$ cat src/rtl/chip8_video_pkg.sv
// Geometry constants, draw FSM state encoding and address helper shared by the Chip-8 video path.
package chip8_video_pkg;

    localparam int unsigned FB_AW       = 9;
    localparam int unsigned SPR_AW      = 4;
    localparam int unsigned FB_WORDS_HI = 512;
    localparam int unsigned FB_WORDS_LO = 128;
    localparam int unsigned STRIDE_HI   = 8;
    localparam int unsigned STRIDE_LO   = 4;
    localparam int unsigned SCR_W_HI    = 128;
    localparam int unsigned SCR_H_HI    = 64;
    localparam int unsigned SCR_W_LO    = 64;
    localparam int unsigned SCR_H_LO    = 32;

    typedef enum logic [2:0] {
        ST_IDLE,
        ST_FETCH,
        ST_RD0,
        ST_WR0,
        ST_RD1,
        ST_WR1,
        ST_CLEAR,
        ST_DONE
    } draw_state_e;

    // Word address of the first word of screen row ypos.
    function automatic logic [FB_AW-1:0] fb_row_base(input logic hi, input logic [FB_AW-1:0] ypos);
        return hi ? FB_AW'(ypos << $clog2(STRIDE_HI)) : FB_AW'(ypos << $clog2(STRIDE_LO));
    endfunction

endpackage

$ cat src/rtl/sprite_row_shifter.sv
// Places an 8-pixel sprite byte at a pixel offset within a 16-bit word pair.
// mask0_c covers the addressed word, mask1_c the following word; split_c flags a non-empty mask1_c.
module sprite_row_shifter
    import chip8_video_pkg::*;
(
    input  logic [7:0]  spr_byte,
    input  logic [3:0]  shift,
    output logic [15:0] mask0_c,
    output logic [15:0] mask1_c,
    output logic        split_c
);

    logic [23:0] win;

    always_comb begin
        win     = {spr_byte, 16'h0000} >> shift;
        mask0_c = win[23:8];
        mask1_c = {win[7:0], 8'h00};
        split_c = |win[7:0];
    end

endmodule

$ cat src/rtl/sprite_draw.sv
// Chip-8 DXYN / 00E0 framebuffer writer: XORs sprite rows into the word framebuffer and reports collision.
// Define SPRITE_WRAP_EN to wrap sprites at the bottom and right screen edges instead of clipping.
module sprite_draw
    import chip8_video_pkg::*;
(
    input  logic              clk,
    input  logic              reset,
    input  logic              hires,
    input  logic              start,
    input  logic              clear,
    input  logic [6:0]        x,
    input  logic [5:0]        y,
    input  logic [3:0]        n,
    output logic              busy,
    output logic              done,
    output logic              collision,
    output logic [SPR_AW-1:0] sprAddr,
    input  logic [7:0]        sprData,
    output logic [FB_AW-1:0]  fbAddr,
    input  logic [15:0]       fbRdData,
    output logic [15:0]       fbWrData,
    output logic              fbWe
);

    draw_state_e       state_q, state_d;
    logic              hires_q, hires_d;
    logic [6:0]        x_q, x_d;
    logic [5:0]        y_q, y_d;
    logic [4:0]        rows_q, rows_d;
    logic [SPR_AW-1:0] row_q, row_d;
    logic [15:0]       mask0_q, mask0_d;
    logic [15:0]       mask1_q, mask1_d;
    logic              split_q, split_d;
    logic              busy_q, busy_d;
    logic              done_q, done_d;
    logic              coll_q, coll_d;
    logic              fb_we_q, fb_we_d;
    logic [SPR_AW-1:0] spr_addr_q, spr_addr_d;
    logic [FB_AW-1:0]  fb_addr_q, fb_addr_d;

    logic [15:0]       shf_mask0;
    logic [15:0]       shf_mask1;
    logic              shf_split;

    logic [2:0]        stride_last;
    logic [2:0]        word_idx;
    logic [2:0]        word_idx2;
    logic [FB_AW-1:0]  scr_h;
    logic [FB_AW-1:0]  clear_last;
    logic [FB_AW-1:0]  ypos;
    logic [FB_AW-1:0]  row_base;
    logic [4:0]        row_cnt_next;
    logic              last_row;
    logic              take_rd1;
`ifndef SPRITE_WRAP_EN
    logic [FB_AW-1:0]  ypos_next;
`endif

    sprite_row_shifter u_shifter (
        .spr_byte (sprData),
        .shift    (x_q[3:0]),
        .mask0_c  (shf_mask0),
        .mask1_c  (shf_mask1),
        .split_c  (shf_split)
    );

    // Screen geometry of the latched command and the edge handling for the current row.
    always_comb begin
        stride_last  = hires_q ? 3'(STRIDE_HI - 1) : 3'(STRIDE_LO - 1);
        scr_h        = hires_q ? FB_AW'(SCR_H_HI) : FB_AW'(SCR_H_LO);
        clear_last   = hires_q ? FB_AW'(FB_WORDS_HI - 1) : FB_AW'(FB_WORDS_LO - 1);
        word_idx     = x_q[6:4];
        row_cnt_next = 5'(row_q) + 5'd1;
`ifdef SPRITE_WRAP_EN
        ypos         = (FB_AW'(y_q) + FB_AW'(row_q)) & (scr_h - FB_AW'(1));
        word_idx2    = (word_idx + 3'd1) & stride_last;
        take_rd1     = split_q;
        last_row     = (row_cnt_next == rows_q);
`else
        ypos         = FB_AW'(y_q) + FB_AW'(row_q);
        ypos_next    = FB_AW'(y_q) + FB_AW'(row_cnt_next);
        word_idx2    = word_idx + 3'd1;
        take_rd1     = split_q && (word_idx != stride_last);
        last_row     = (row_cnt_next == rows_q) || (ypos_next >= scr_h);
`endif
        row_base     = fb_row_base(hires_q, ypos);
    end

    // Next-state and registered-output logic.
    always_comb begin
        state_d    = state_q;
        hires_d    = hires_q;
        x_d        = x_q;
        y_d        = y_q;
        rows_d     = rows_q;
        row_d      = row_q;
        mask0_d    = mask0_q;
        mask1_d    = mask1_q;
        split_d    = split_q;
        busy_d     = busy_q;
        done_d     = 1'b0;
        coll_d     = coll_q;
        fb_we_d    = 1'b0;
        spr_addr_d = spr_addr_q;
        fb_addr_d  = fb_addr_q;

        case (state_q)
            ST_IDLE: begin
                if (clear || start) begin
                    hires_d = hires;
                    x_d     = hires ? (x & 7'(SCR_W_HI - 1)) : (x & 7'(SCR_W_LO - 1));
                    y_d     = hires ? (y & 6'(SCR_H_HI - 1)) : (y & 6'(SCR_H_LO - 1));
                    rows_d  = (n == 4'd0) ? 5'd16 : 5'(n);
                    coll_d  = 1'b0;
                    busy_d  = 1'b1;
                end
                if (clear) begin
                    fb_addr_d = '0;
                    fb_we_d   = 1'b1;
                    state_d   = ST_CLEAR;
                end else if (start) begin
                    row_d      = '0;
                    spr_addr_d = '0;
                    state_d    = ST_FETCH;
                end
            end
            ST_FETCH: begin
                fb_addr_d = row_base + FB_AW'(word_idx);
                state_d   = ST_RD0;
            end
            ST_RD0: begin
                mask0_d = shf_mask0;
                mask1_d = shf_mask1;
                split_d = shf_split;
                fb_we_d = 1'b1;
                state_d = ST_WR0;
            end
            ST_WR0, ST_WR1: begin
                if (state_q == ST_WR0) begin
                    coll_d = coll_q | (|(fbRdData & mask0_q));
                end else begin
                    coll_d = coll_q | (|(fbRdData & mask1_q));
                end
                if ((state_q == ST_WR0) && take_rd1) begin
                    fb_addr_d = row_base + FB_AW'(word_idx2);
                    state_d   = ST_RD1;
                end else if (last_row) begin
                    busy_d  = 1'b0;
                    done_d  = 1'b1;
                    state_d = ST_DONE;
                end else begin
                    row_d      = row_q + SPR_AW'(1);
                    spr_addr_d = row_q + SPR_AW'(1);
                    state_d    = ST_FETCH;
                end
            end
            ST_RD1: begin
                fb_we_d = 1'b1;
                state_d = ST_WR1;
            end
            ST_CLEAR: begin
                if (fb_addr_q == clear_last) begin
                    busy_d  = 1'b0;
                    done_d  = 1'b1;
                    state_d = ST_DONE;
                end else begin
                    fb_addr_d = fb_addr_q + FB_AW'(1);
                    fb_we_d   = 1'b1;
                end
            end
            ST_DONE: begin
                state_d = ST_IDLE;
            end
            default: begin
                state_d = ST_IDLE;
            end
        endcase
    end

    always_ff @(posedge clk) begin
        if (reset) begin
            state_q    <= ST_IDLE;
            hires_q    <= 1'b0;
            x_q        <= '0;
            y_q        <= '0;
            rows_q     <= '0;
            row_q      <= '0;
            mask0_q    <= '0;
            mask1_q    <= '0;
            split_q    <= 1'b0;
            busy_q     <= 1'b0;
            done_q     <= 1'b0;
            coll_q     <= 1'b0;
            fb_we_q    <= 1'b0;
            spr_addr_q <= '0;
            fb_addr_q  <= '0;
        end else begin
            state_q    <= state_d;
            hires_q    <= hires_d;
            x_q        <= x_d;
            y_q        <= y_d;
            rows_q     <= rows_d;
            row_q      <= row_d;
            mask0_q    <= mask0_d;
            mask1_q    <= mask1_d;
            split_q    <= split_d;
            busy_q     <= busy_d;
            done_q     <= done_d;
            coll_q     <= coll_d;
            fb_we_q    <= fb_we_d;
            spr_addr_q <= spr_addr_d;
            fb_addr_q  <= fb_addr_d;
        end
    end

    // Write data needs the RAM word returned this cycle, so it is formed combinationally.
    always_comb begin
        fbWrData = 16'h0000;
        if (state_q == ST_WR0) begin
            fbWrData = fbRdData ^ mask0_q;
        end else if (state_q == ST_WR1) begin
            fbWrData = fbRdData ^ mask1_q;
        end
    end

    assign busy      = busy_q;
    assign done      = done_q;
    assign collision = coll_q;
    assign sprAddr   = spr_addr_q;
    assign fbAddr    = fb_addr_q;
    assign fbWe      = fb_we_q;

endmodule

$ cat config.mk
export PLATFORM = sky130hd
export DESIGN_NAME = sprite_draw
export DESIGN_NICKNAME = d
export VERILOG_FILES = /design/src/rtl/chip8_video_pkg.sv /design/src/rtl/sprite_row_shifter.sv /design/src/rtl/sprite_draw.sv
export SDC_FILE = /design/constraint.sdc
export NUM_CORES = 1
export LEC_CHECK = 0
export ABC_AREA = 1
export CAP_MARGIN = 10
export CORE_MARGIN = 5
export CORE_UTILIZATION = 53
export DETAILED_ROUTE_END_ITERATION = 16
export GPL_TIMING_DRIVEN = 1
export PLACE_DENSITY = 0.81
export SETUP_SLACK_MARGIN = 0.05
export SYNTH_ARGS = -nofsm -noshare
export SYNTH_HDL_FRONTEND = slang
export SYNTH_SLANG_ARGS = --single-unit
export TNS_END_PERCENT = 20
$ cat constraint.sdc
create_clock -name clk -period 3.45 [get_ports clk]
set_input_delay 0.5175 -clock clk [delete_from_list [all_inputs] [get_ports clk]]
set_output_delay 0.5175 -clock clk [all_outputs]
set_load 0.005 [all_outputs]
# Yosys cells after proc, flatten, opt, wreduce, memory -nomap -nowiden
# Cells that the tools add are included.
# word_totals
regBits	64
elab_cells	110
output_inout_bits	33
inputBits	46
# classes
reduce_logical	20
n_mux	39
shift	1
bitwise	6
magnitude_cmp	1
eq_ne	21
n_addsub	8
# ops
op	count
$mux W9	5
$pmux W9 S4	1
$and A16 B16 Y16	2
$mux W16	2
$reduce_or A16 Y1	2
$xor A16 B16 Y16	2
$shr A24 B4 Y24	1
$pmux W3 S7	1
$ne A2 B2 Y1 const B	10
$add A9 B3 Y9	2
$mux W3	6
$mux W4	4
$mux W7	2
$eq A3 B3 Y1 const B	4
$mux W1	11
$reduce_and A5 Y1	2
$add A9 B1 Y9 const B	1
$eq A9 B9 Y1	1
$pmux W4 S2	1
$reduce_or A8 Y1	1
$add A6 B4 Y7	1
$add A6 B5 Y7	1
$ge A7 B7 Y1	1
$eq A3 B2 Y1 const B	2
22 further kinds	30

# Logic depth before layout (Yosys ltp)
# logic_depth
ltp_word	7
mapped_depth	20

# Hierarchy
# From an unflattened synthesis, not the netlist that was laid out.
# hier_totals
cells_unflattened	758
area_unflattened_um2	5063.6
# modules_own_cells
module	seq_area_each_um2	area_per_inst_um2	cells_per_inst	n_inst
sprite_draw	1441.4	4424.2	627	1
sprite_row_shifter	0.0	639.4	131	1

# Worst setup path after synthesis
# OpenSTA, ideal clock, no wires.
# synth_path
path_kind	reg2reg
start	register sprAddr[1] (netlist name)
end	register spr_addr_q[1] (netlist: sprAddr[1])
path_stages_with_launch	20
t_arrival_ns	2.785
n_path_buf	0
required_time_ns	3.380
path_slack_ns	0.594
path_cell_list	dfxtp_1 -> ha_1 -> nand2_1 -> nand2_1 -> inv_1 -> ha_1 -> a21oi_1 -> nand2_1 -> a21oi_1 -> o21ai_0 -> xor2_1 -> ha_1 -> nand4_1 -> nor2_1 -> nand3_1 -> nand3_1 -> nand2_1 -> nand3_1 -> nand2_1 -> a21oi_1
# synth_rtl
item	line	source
end signal: assignment	sprite_draw.sv:211	spr_addr_q <= spr_addr_d;
end: declaration	sprite_draw.sv:38	logic [SPR_AW-1:0] spr_addr_q, spr_addr_d;

==> reports/metrics.cfg <==
[synthesis]
ys_seq_elements = 63
postSynth.asyncResetShare_pct = 0
synth.avg_cell_area_um2 = 6.813
synthFlopType = dfxtp_1
synth_fp_nets = 724
synth.distinct_cells = 46
synthesis.instances = 636
syn-cell-area_um2 = 4333
ys_seq_area_share_pct = 29.11
synth-warning-count = 0
synth_edf_count = 0

[layout]
layout_common_cells = 156 x nand2_1, 78 x clkdlybuf4s50_1, 62 x dfxtp_1, 57 x inv_1, 56 x a21oi_1
fin_cells = 816
drive_above_1_share_pct = 6.470
fin_nets = 794
antenna_cells = 0
synthToLayoutAreaGrowth_pct = 25.12
layout_commonest_cell = nand2_1

[grt]
grt_pass1_vias = 4400
grt.total_usage_pct = 24.00
grt_pass1_wl_um = 19670
grt-ovfl-total = 0
grt_max_degree = 33
antenna_found_initial = 0

[worst_setup_path]
cp_top_family = simple AND/OR/NAND/NOR gates
cp-start-kind = flip-flop
critPathBufInv = 1
worstPathArrival_ns = 3.39
critPathCaptureType = flip-flop
path_max_fanout = 8
worstSetupStartpoint = sprAddr[0]
reg2reg_depth = 19
path_class = flip-flop to flip-flop
cpMostUsedCell = nand2_1
cp_cell_sequence = ha_1, nand2_1, nand2_1, inv_1, ha_1, a21oi_1, nand2_1, a21oi_1, o21ai_0, xor2_1, ha_1, nand4_1, nor2_1, nand3_1, nand3_2, nand2_1, nand3_1, nand2_1, a21oi_1
cp.required_ns = 3.73
r2r_start = sprAddr[0]
slowest_stage = dfxtp_2
reg2reg_slack_ns = 0.34
r2r_end = sprAddr[3]
slowest_delay_ns = 0.41

[min_path]
hold_start = mask0_q[10]
hold_class = flip-flop to flip-flop
hold_path_depth = 2
hold_end = mask0_q[10]

[clock_tree]
hold_buffers = 0
cts_tree = done
path_clk_slew_ns = 0.07
clock_sinks = 63
clk_latency_ns = 0.34
cts_buffer_depth = 2
cts_setup_buffers = 0
cts_buffers = 9
htree_levels = 3
clock-root-buffer = clkbuf_8

[die]
die_x_um = 100.4
die_height_um = 100.4
core_area_um2 = 8093
die_area_um2 = 10080
initial_utilization_pct = 53.54
pin_count = 79
row_count = 33

[route]
first_pass_iters = 5
vias_per_cell = 5.623
drt_wl_total_um = 12000
drt_iter0_drc = 215
vias = 4588
ant_nets = 0
avgRoutedWirePerCell_um = 14.70
drc = 0

[placement]
dp_hpwl_um = 8985
dp_cells = 800
routabilityCongestion = 0.8950
io_buffers = 78

[sta]
rsz0062_at_grt = false
post-route-period-util_pct = 90.18
fmax_ghz = 0.3214
period_minus_slack_ns = 3.111
final.setup_skew_ns = 0.006957
slew_violations = 0
tightest_slew_ns = 0.8880
hold_violations = 0
max-slew-margin-rel_pct = 40.73
finalSetupViolCount = 0
tns_ns = 0

[power]
vdd_drop_max_mv = 0.3578
power_density_nw_per_um2 = 730.0
cellLeakagePower_nw = 2.385

[status]
status = complete, no violations

[flow_run]
maxCapViolCount = 0

Yosys cell counts, drive strengths merged (5+ instances only):
library cell	count	area (um^2)
nand2	156	585.6
inv	69	259.0
dfxtp	63	1261
a21oi	56	280.3
o21ai	55	279.0
nor2	47	198.9
nand3	44	220.2
ha	40	500.5
a22o	16	140.1
nand4	14	87.58
clkbuf	13	48.80
buf	9	50.04
or2	8	50.05
a31oi	5	31.28
nor3	5	30.03
layer usage:
metal	vias to the layer above	track usage, %	wire, um
li1	2297	-	-
met3	20	6.115	850
met2	154	43.73	5977
met5	-	0	0
met1	2117	27.81	4975
met4	0	6.218	191
cell families after synthesis:
| kind of cell | Yosys count | synth area share, % |
|---|---|---|
| simple gates | 281 | 28.13 |
| buf+inv | 92 | 8.345 |
| compound gates | 151 | 20.50 |
| fa+ha+maj | 42 | 12.47 |
| xor+xnor | 6 | 1.213 |
| mux | 1 | 0.2310 |
| flops | 63 | 29.11 |
registers in the layout, indices dropped and copies added, names as in the netlist:
| signal | cells |
|---|---|
| split_q | 1 |
| y_q | 6 |
| fbAddr | 9 |
| busy | 1 |
| sprAddr | 4 |
| hires_q | 1 |
| fbWe | 1 |
| mask1_q | 7 |
| rows_q | 5 |
| state_q | 3 |
| mask0_q | 16 |
| done | 1 |
| x_q | 7 |
| collision | 1 |
worst max path at each step:
| stage | end | slack, ns | depth (start not counted) |
|---|---|---|---|
| 6_report | sprAddr[3] | 0.34 | 19 |
| 5_1_grt | sprAddr[2] | 0.08 | 19 |
| 4_1_cts | sprAddr[2] | 0.22 | 19 |
| 3_5_place_dp | sprAddr[2] | 0.25 | 19 |
| 3_3_place_gp | sprAddr[2] | 0.43 | 19 |
| 2_1_floorplan | sprAddr[1] | 0.59 | 19 |
cell type report:
cell class                 count  area [um^2]
clock buffer                  14        182.7
clock inverter                 2        60.06
fill                         727         2671
inverter                      70        262.8
multi-input combinational    481         2719
sequential                    63         1262
tap                          105        131.4
timing repair buffer          81        803.3
stage by stage:
step                      power, mW  instance area, um^2  setup WS [ns]  utilization (%)  hold WS (ns)
after floorplan               2.550                 4333         0.5944                -        0.4442
after global placement        3.093                 5172         0.4259            63.91        0.4584
after detailed placement      3.147                 5172         0.2533            63.91        0.4626
after CTS                     3.941                 5415         0.2208            66.91        0.4732
after global routing          4.282                 5421        0.08001            66.99        0.4969
final                         3.958                 5421         0.3388            66.99        0.4717
report_power, final:
group | internal [mW] | switching, mW
registers | 0.955 | 0.244
clock network | 0.487 | 0.292
logic | 0.774 | 1.21
total | 2.22 | 1.74
tightest hold or removal path, stage by stage (launching register included):
cell and delay, ns:
dfxtp_1 0.31, nand2_1 0.06, a21oi_1 0.06
timing repair:
action,in CTS,in global routing
hold endpoints to repair,0,0
endpoints found under the setup margin,0,5
resized for setup,0,2
Power figures use the tool's default switching activity.
